`src/rtl/pgm_gfx_ddr_bridge.sv`:
```
// PGM graphics-ROM fetch to MiSTer DDR3 Avalon read bridge.
// Define PGM_GFX_CACHE_EN for a one-line, four-word line-fill cache.
module pgm_gfx_ddr_bridge #(
    parameter logic [28:0] BASE_ADDR  = 29'h0300_0000,
    parameter int          LINE_WORDS = 4
) (
    input  logic        clk,
    input  logic        reset,
    input  logic        req_rd,
    input  logic [28:0] req_addr,
    output logic [63:0] req_dout,
    output logic        req_busy,
    output logic        req_valid,
    input  logic        inval,
    output logic [28:0] DDRAM_ADDR,
    output logic [7:0]  DDRAM_BURSTCNT,
    output logic        DDRAM_RD,
    input  logic        DDRAM_BUSY,
    input  logic [63:0] DDRAM_DOUT,
    input  logic        DDRAM_DOUT_READY
);

    typedef enum logic [2:0] {IDLE, HIT, ISSUE, WAIT, DONE} state_t;

    state_t      state;
    logic        hit;
    logic [28:0] aligned;

`ifdef PGM_GFX_CACHE_EN
    localparam logic [7:0] BURST = 8'(LINE_WORDS);

    logic [63:0] line [LINE_WORDS];
    logic [28:0] addr_q;
    logic [26:0] tag;
    logic        tag_valid;
    logic        fill_kill;
    logic [1:0]  beat;

    assign hit     = tag_valid && (req_addr[28:2] == tag) && !inval;
    assign aligned = {req_addr[28:2], 2'b00};
`else
    localparam logic [7:0] BURST = 8'd1;
    localparam int unused_line_words = LINE_WORDS;

    logic unused_inval;

    assign unused_inval = inval;
    assign hit          = 1'b0;
    assign aligned      = req_addr;
`endif

    always_ff @(posedge clk) begin
        if (reset) begin
            state          <= IDLE;
            req_dout       <= '0;
            req_busy       <= 1'b0;
            req_valid      <= 1'b0;
            DDRAM_RD       <= 1'b0;
            DDRAM_ADDR     <= '0;
            DDRAM_BURSTCNT <= 8'd1;
`ifdef PGM_GFX_CACHE_EN
            tag_valid      <= 1'b0;
            fill_kill      <= 1'b0;
            beat           <= '0;
`endif
        end else begin
            req_valid <= 1'b0;
`ifdef PGM_GFX_CACHE_EN
            if (inval) tag_valid <= 1'b0;
`endif
            unique case (state)
                IDLE, DONE: begin
                    state <= IDLE;
                    if (req_rd) begin
`ifdef PGM_GFX_CACHE_EN
                        addr_q <= req_addr;
`endif
                        req_busy <= 1'b1;
                        if (hit) begin
                            state <= HIT;
                        end else begin
                            state          <= ISSUE;
                            DDRAM_RD       <= 1'b1;
                            DDRAM_ADDR     <= BASE_ADDR + aligned;
                            DDRAM_BURSTCNT <= BURST;
                        end
                    end
                end
                HIT: begin
`ifdef PGM_GFX_CACHE_EN
                    req_dout <= line[addr_q[1:0]];
`endif
                    req_valid <= 1'b1;
                    req_busy  <= 1'b0;
                    state     <= DONE;
                end
                ISSUE: begin
                    if (!DDRAM_BUSY) begin
                        DDRAM_RD <= 1'b0;
                        state    <= WAIT;
`ifdef PGM_GFX_CACHE_EN
                        beat      <= '0;
                        fill_kill <= 1'b0;
`endif
                    end
                end
                WAIT: begin
`ifdef PGM_GFX_CACHE_EN
                    if (inval) fill_kill <= 1'b1;
                    if (DDRAM_DOUT_READY) begin
                        line[beat] <= DDRAM_DOUT;
                        beat       <= beat + 2'd1;
                        if (beat == 2'(LINE_WORDS - 1)) begin
                            // requested word may be the beat arriving now
                            req_dout  <= (beat == addr_q[1:0]) ?
                                         DDRAM_DOUT : line[addr_q[1:0]];
                            tag       <= addr_q[28:2];
                            tag_valid <= !(inval || fill_kill);
                            req_valid <= 1'b1;
                            req_busy  <= 1'b0;
                            state     <= DONE;
                        end
                    end
`else
                    if (DDRAM_DOUT_READY) begin
                        req_dout  <= DDRAM_DOUT;
                        req_valid <= 1'b1;
                        req_busy  <= 1'b0;
                        state     <= DONE;
                    end
`endif
                end
                default: state <= IDLE;
            endcase
        end
    end

endmodule

```
`config.mk`:
```
export PLATFORM = sky130hd
export DESIGN_NAME = pgm_gfx_ddr_bridge
export DESIGN_NICKNAME = d
export VERILOG_FILES = /design/src/rtl/pgm_gfx_ddr_bridge.sv
export SDC_FILE = /design/constraint.sdc
export NUM_CORES = 1
export LEC_CHECK = 0
export BUFFER_PORTS_ARGS = -buffer_cell sky130_fd_sc_hd__buf_2
export CORE_ASPECT_RATIO = 1.1
export CORE_MARGIN = 2
export CORE_UTILIZATION = 44
export CTS_BUF_LIST = sky130_fd_sc_hd__clkbuf_16
export CTS_CLUSTER_DIAMETER = 150
export DETAILED_ROUTE_END_ITERATION = 8
export GPL_ROUTABILITY_DRIVEN = 1
export HOLD_SLACK_MARGIN = 0.06
export PLACE_DENSITY_LB_ADDON = 0.3
export SETUP_SLACK_MARGIN = 0.3
export SYNTH_ARGS = -nofsm -noshare
export SYNTH_HDL_FRONTEND = slang
export SYNTH_SLANG_ARGS = --single-unit
```
`constraint.sdc`:
```
create_clock -name clk -period 1.7 [get_ports clk]
set_input_delay 0.085 -clock clk [delete_from_list [all_inputs] [get_ports clk]]
set_output_delay 0.085 -clock clk [all_outputs]
set_load 0.005 [all_outputs]
```
# Yosys cells after proc, flatten, opt, wreduce, memory -nomap -nowiden
# Index checks and enable logic that the tools add are counted.
# totals
latch_bits	0
rom_bits	0
output_inout_bits	104
wordCells	34
ram_bits	0
n_memories	0
in_bits	99
regBits	99
# op_classes
n_eq_ne	7
add_sub_neg	1
n_reduce_logical	9
multipliers	0
shifts	0
bitwise_logic	0
n_lt_le_gt_ge	0
mux	11
div	0
# ops
operator	n
$add A26 B29 Y29 const A	1
$pmux W3 S4	1
$eq A3 B2 Y1 const B	2
$mux W3	2
$ne A2 B2 Y1 const B	3
$reduce_and A2 Y1	3
$reduce_and A3 Y1	2
$mux W1	4
$pmux W1 S2	2
$eq A3 B1 Y1 const B	1
$eq A3 B3 Y1 const B	1
$logic_not A3 Y1	1
$pmux W1 S3	1
$reduce_bool A3 Y1	1
$mux W2	1
$reduce_bool A2 Y1	1
$reduce_or A2 Y1	1

# Longest topological paths before layout
# Gate-level depths: netlist of the first run.
# depth
depth_word	4
mapped_depth	6

# Worst setup path after synthesis of the first run
# Ideal clock, no wire load.
# synth_timing
kind	flip-flop to flip-flop
startpoint	reg state[0]
endpoint	reg DDRAM_ADDR[10]
path_slack_ns	0.406
n_path_buf	3
required_time_ns	1.568
arrival_ns	1.161
stages_incl_launch_ff	7
path_cell_list	dfxtp_1 > buf_6 > or3b_1 > buf_6 > buf_6 > nand2_1 > a21oi_1
# synth_between
elab_chain_len	3
# synth_rtl
element	line_no	text
start, declared	25	state_t state;
start signal, assigned	54	state <= IDLE;
start signal, assigned	73	state <= IDLE;
start signal, assigned	80	state <= HIT;
$eq A3 B3 Y1 or $logic_not A3 Y1 (tied branches)	71	unique case (state)
$reduce_or A2 Y1 *	71	
$reduce_and A2 Y1 (no source line) *	n/a	
end signal, assigned	84	DDRAM_ADDR <= BASE_ADDR + aligned;
end, declared	15	output logic [28:0] DDRAM_ADDR,
# Every way passes the cells marked *; elsewhere a longest branch is shown, timed or not.
# A chain may end at the register's enable or synchronous reset.

# Final worst setup path of the first run
# layout_timing
startpoint	reg state[0]
endpoint	reg req_dout[30]
# layout_between
elab_chain_len	2
# layout_rtl
element	line_no	text
$eq A3 B2 Y1	71	
$reduce_and A2 Y1 (no source line)	n/a	
end signal, assigned	55	req_dout <= '0;
end signal, assigned	126	req_dout <= DDRAM_DOUT;
end, declared	11	output logic [63:0] req_dout,
# Every way passes these cells.

==> results of run 1 <==
power breakdown:
part / switching [mW] / total (mW) / leakage [nW] / internal, mW
clock: 0.858 / 1.99 / 0.139 / 1.14
sequential: 0.0400 / 2.43 / 0.804 / 2.39
combinational: 0.259 / 0.592 / 1.69 / 0.333
metal layers:
| metal | wire length [um] | track usage, % | vias up |
|---|---|---|---|
| li1 | - | - | 1952 |
| met1 | 4680 | 27.1 | 1864 |
| met2 | 6260 | 46.0 | 183 |
| met3 | 929 | 5.83 | 25 |
| met4 | 236 | 9.35 | 0 |
| met5 | 0 | 0 | - |
flip-flops by register name, indices dropped and copies added, names as in the netlist:
signal / flops
DDRAM_ADDR: 29
DDRAM_RD: 1
req_busy: 1
req_dout: 64
req_valid: 1
state: 3
Yosys cell counts:
master	instances	share of area, %
xor2_1	2	0.48
nor3_1	1	0.14
xnor2_1	1	0.24
and4b_1	1	0.28
o21bai_1	1	0.21
or3b_1	1	0.24
nand2_1	178	18
buf_2	12	1.7
clkbuf_1	9	0.93
a21oi_2	1	0.24
a211oi_2	1	0.34
a21oi_1	91	13
nor2b_1	3	0.52
ha_1	1	0.34
buf_6	9	2.8
a211oi_1	3	0.62
nor2_1	4	0.41
buf_8	1	0.41
nor4b_1	2	0.48
nor3b_4	1	0.52
a211o_1	1	0.24
dfxtp_1	99	55
conb_1	2	0.21
buf_4	9	1.9
o21ai_0	2	0.28
inv_1	3	0.31
nand4b_1	1	0.24
nand3b_1	1	0.21
o41ai_1	1	0.24
per-stage QoR:
stage | setup slack (ns) | util, % | hold WS [ns] | instances
floorplan | 0.406 | - | 0.181 | 448
global placement | 0.301 | 57.3 | 0.299 | 716
detailed placement | 0.207 | 57.3 | 0.308 | 716
CTS | 0.336 | 72.3 | 0.0730 | 822
global route | 0.297 | 73.3 | 0.127 | 826
finish | 0.386 | 73.3 | 0.0788 | 826
tightest hold or removal path, stage by stage:
cell	delay, ns
buf_2	0.08
xor2_1	0.12
a211oi_1	0.07
cell families after synthesis:
| group | count (synthesis) |
|---|---|
| AO/OA/AOI/OAI | 101 |
| XOR/XNOR | 3 |
| adder cells (fa/ha/maj) | 1 |
| buffers and inverters | 43 |
| flip-flops | 99 |
| other | 2 |
| AND/OR/NAND/NOR | 193 |
final cells by class:
cell class	instances	area, um^2
flip-flops and latches	99	1990
well taps	108	135
multi-input cells	306	1380
repair buffers	294	2020
clock inverters	7	67.6
fillers	581	2120
inverters	3	11.3
clock buffers	9	225
timing repair:
action,CTS,global route
gates cloned,0,3
resized for setup,2,8
setup buffers,0,1
pin swaps,0,1
hold buffers,90,0
hold endpoints to repair,91,0
setup endpoints to repair,64,64
worst paths after layout:
kind                            slack (ns)    startpoint              to  cells after the start
worst max register to register        0.39      state[0]    req_dout[30]                      5
worst min register to register        0.45  req_dout[14]    req_dout[14]                      2
worst max-delay path                  0.39      state[0]    req_dout[30]                      5
worst min-delay path                  0.08  req_addr[28]  DDRAM_ADDR[28]                      3
cells in the final DEF (no fill, tap or decap):
master and n:
nor3b_4 1, nor2b_1 3, buf_8 1, nor4b_1 2, o21ai_0 2, bufinv_16 1, dlygate4sd3_1 90, conb_1 8
clkinv_2 2, buf_4 4, nand2_1 178, or3b_1 1, ha_1 1, xor2_1 2, dfxtp_1 96, xnor2_1 1
o41ai_1 1, o21bai_1 1, buf_6 2, buf_12 2, a211o_1 1, a211oi_2 1, nor2_1 4, clkinvlp_4 2
inv_6 1, clkinv_1 1, dfxtp_2 3, buf_2 193, a211oi_1 3, a21oi_2 1, nand4b_1 1, inv_1 3
nor3_1 1, clkbuf_16 11, a21oi_1 91, and4b_2 1, nand3b_1 1
==> flow_summary.ini, run 1 <==
[status]
status = complete, no violations

[yosys]
synth_cell_types = 29
synthSimpleGateAreaFrac_pct = 21.4
synth_area_um2 = 3630
synth-xor-area-share_pct = 0.724
synth_compound_gate_area_share_pct = 14.7
yosysSeqAreaShare_pct = 54.6
ys_seq_elements = 99
synth_adder_area_share_pct = 0.345
yosysWarnings = 0
synth.area.mux_share_pct = 0
synth_top_family_by_area = simple AND/OR/NAND/NOR gates
syn_inst = 442
synth_area_per_cell_um2 = 8.21

[routing]
firstDrtPassIters = 4
viasPerCell = 4.87
drc = 0
num_vias = 4024
first_iter_violations = 182
antenna_left = 0
drt_wl_total_um = 12100
wl_per_cell_um = 14.7

[grt]
grt_overflow_total = 0
grt_use_total_pct = 24.7
antenna_found_initial = 0
grt_max_degree = 65
grt_pass1_vias = 3883
grt_pass1_wl_um = 18100

[cts]
cts_max_path_buffers = 2
htree_num_levels = 3
cts_sinks = 99
cts_tree = built
clk_pin_slew_ns = 0.07
cts_made_buffers = 9
clock_latency_ns = 0.33
clockRootBuffer = clkbuf_16

[pwr]
cellLeakagePower_nw = 2.64
p_total_mw = 5.01
powerDensity_nw_per_um2 = 860
vdd_drop_max_mv = 0.559

[floorplan]
initial_core_util_pct = 45.6
fp.dieArea_um2 = 8990
die_y_um = 99.3
core_area_um2 = 7960
pin_count = 203
dieWidth_um = 90.6
rows = 34

[place]
dp_hpwl_um = 6370
place_congestion = 0.743
portBuffers = 193
placed_cell_area_um2 = 4550

[worst_setup_path]
critical-path-slowest-cell = dfxtp_2
crit_chain = nand4b_1, buf_4, buf_8, nand2_1, a21oi_1
cp-end-kind = flop
startpoint_type = flop
cp_top_family = flip-flops
critical_path_buf_inv_count = 2
arrival_ns = 1.51
crit_fanout = 32
required_ns = 1.89
critical_path_class = reg2reg
cpPeakStageDelay_ns = 0.44

[finish]
drive_gt1_share_pct = 31.5
n_antenna_cell = 0
fin_area_um2 = 5830
nets = 813
area_growth_pct = 60.7

[sta]
setup_viol = 0
rsz0062_at_grt = true
fin_setup_tns_ns = 0
drv_slew = 0
hold_viol_final = 0
worst_pin_slew_ns = 0.577
post-route-period-util_pct = 77.3
slew_headroom_pct = 61.5
finalCriticalPeriod_ns = 1.31
max_freq_mhz = 761
clock_skew_ns = 0.00530

[job]
maxCapViolCount = 0

[hold_path]
min_path_type = in2reg
No activity file was read; power rests on OpenSTA's default activity.
==> inputs of run 2 (changes only) <==
==> constraint.sdc (replaced) <==
create_clock -name clk -period 1.3 [get_ports clk]
set_input_delay 0.065 -clock clk [delete_from_list [all_inputs] [get_ports clk]]
set_output_delay 0.065 -clock clk [all_outputs]
set_load 0.005 [all_outputs]
==> run 2 against run 1 <==
  * Global-route usage increased by 1.2 points
  * Sequential share of layout area decreased by 2.6 points
  * Worst hold slack improved by 0.012 ns
  * Clock power increased by 21%
  * The run now ends with negative setup slack left
  * Critical path depth unchanged
  * Sequential power increased by 30%
  * Total power increased by 30%
  * Sequential cell count unchanged
  * Fmax decreased by 2.4%
  * Die area unchanged
  * Clock skew increased by 0.0013 ns
  * Highest routed layer unchanged
  * Wire length increased by 15%
  * Critical endpoint is now req_dout[49]
==> flow_summary.ini, run 2 (synthesis results as in run 1) <==
[status]
status = finished, violations left
violations = negative setup slack

[grt]
grt_pass1_vias = 4127
grt_pass1_wl_um = 18800
antenna_found_initial = 0
grt_use_total_pct = 25.9
grt_overflow_total = 0
grt_max_degree = 51

[finish]
regArea_um2 = 1990
drive_gt1_share_pct = 39.2
largest_reg_flops = 64
fin_area_um2 = 6340
instances_no_fill = 842
layout_common_cells = 192 x buf_2, 158 x nand2_1, 96 x dfxtp_1
regMostFlops = req_dout
area_growth_pct = 74.7
nets = 830
largestRegisters = req_dout x64, DDRAM_ADDR x29, state x3
fin_util_pct = 79.7
n_antenna_cell = 0
multiInputGateArea_um2 = 1570
layout_commonest_cell = buf_2
fill_cells = 504

[worst_setup_path]
critical_path_buf_inv_count = 2
reg2reg_slack_ns = -0.05
crit_chain = and4b_2, buf_4, clkbuf_16, nand2_1, a21oi_1
critical-path-slowest-cell = dfxtp_4
required_ns = 1.55
cp_top_family = flip-flops
crit_fanout = 12
startpoint_type = flop
cp-end-kind = flop
arrival_ns = 1.60
critical_path_class = reg2reg
cpPeakStageDelay_ns = 0.39

[routing]
drc = 0
drt_wl_total_um = 13900
antenna_left = 0
viasPerCell = 5.01
first_iter_violations = 157
firstDrtPassIters = 4
wl_per_cell_um = 16.5
num_vias = 4217

[pwr]
powerDensity_nw_per_um2 = 1030
vdd_drop_max_mv = 0.668
cellLeakagePower_nw = 2.84

[sta]
drv_slew = 0
setup_viol = 2
rsz0062_at_grt = true
finalCriticalPeriod_ns = 1.35
hold_viol_final = 0
fin_setup_tns_ns = -0.0778
holdWs_ns = 0.0909
clock_skew_ns = 0.00660
fin_ws_ns = -0.0457
max_freq_mhz = 743
post-route-period-util_pct = 104

[floorplan]
die_y_um = 99.3
core_area_um2 = 7960
fp.dieArea_um2 = 8990
dieWidth_um = 90.6
initial_core_util_pct = 45.6
rows = 34
pin_count = 203

[cts]
cts_tree = built
clk_pin_slew_ns = 0.07
cts_made_buffers = 9
htree_num_levels = 3
clockRootBuffer = clkbuf_16
cts_sinks = 99
clock_latency_ns = 0.33
cts_max_path_buffers = 2

[place]
place_congestion = 0.765
placed_cell_area_um2 = 4660
dp.cells = 719
portBuffers = 193
dp_hpwl_um = 6410

[hold_path]
min_path_type = in2reg

[job]
maxCapViolCount = 0
## run 2: cell types whose count changed in the layout (fill, tap and decap cells not counted), sizes merged
cell	previous run	this run
buf	202	212
clkbuf	11	18
bufinv	1	0
clkinv	3	2
inv	4	5
## run 2: final cells by class
cell class                      instances  area share, %
Timing Repair Buffer                  311           37.4
Sequential cell                        99           31.4
Multi-Input combinational cell        306           24.7
Clock buffer                            9           3.55
Tap cell                              108           2.13
Clock inverter                          6          0.572
Inverter                                3          0.178
## run 2: stage by stage
| stage | setup slack (ns) | power, mW |
|---|---|---|
| floorplan | 0.0320 | 3.54 |
| global placement | 0.0764 | 3.78 |
| detailed placement | 0.0359 | 3.80 |
| CTS | 0.0487 | 6.36 |
| global route | -0.0706 | 6.76 |
| finish | -0.0457 | 6.52 |
## run 2: final timing paths
kind,start,end,cells after the start
min reg2reg,req_dout[47],req_dout[47],2
max reg2reg,state[1],req_dout[49],5
max,state[1],req_dout[49],5
min,req_addr[26],DDRAM_ADDR[26],4
## run 2: where the power goes
group	internal, mW	switching [mW]	total [mW]
Combinational	0.539	0.414	0.953
Sequential	3.12	0.0536	3.17
Clock	1.27	1.12	2.40
## run 2: per-layer routing
metal | track usage, % | up-vias | part of all wire [%] | routed length, um
met5 | 0 | - | 0 | 0
met4 | 16.1 | 0 | 4.1 | 566
met3 | 5.45 | 50 | 6.9 | 951
met2 | 47.6 | 202 | 53 | 7360
met1 | 26.8 | 1974 | 36 | 5000
li1 | - | 1991 | - | -
## run 2: worst reg2reg max path: cells and delay by family (launching register included)
| kind | cells | cell delay (ns) |
|---|---|---|
| AO/OA/AOI/OAI | 1 | 0.17 |
| buffers and inverters | 2 | 0.32 |
| flip-flops | 1 | 0.39 |
| AND/OR/NAND/NOR | 2 | 0.39 |
## run 2: what timing repair did
item | in CTS | in global routing
pin swaps | 1 | 29
buffers inserted | 3 | 3
gates cloned | 1 | 11
setup endpoints to repair | 97 | 97
gates resized for setup | 6 | 56
hold endpoints to repair | 91 | 0
hold buffers | 90 | 0
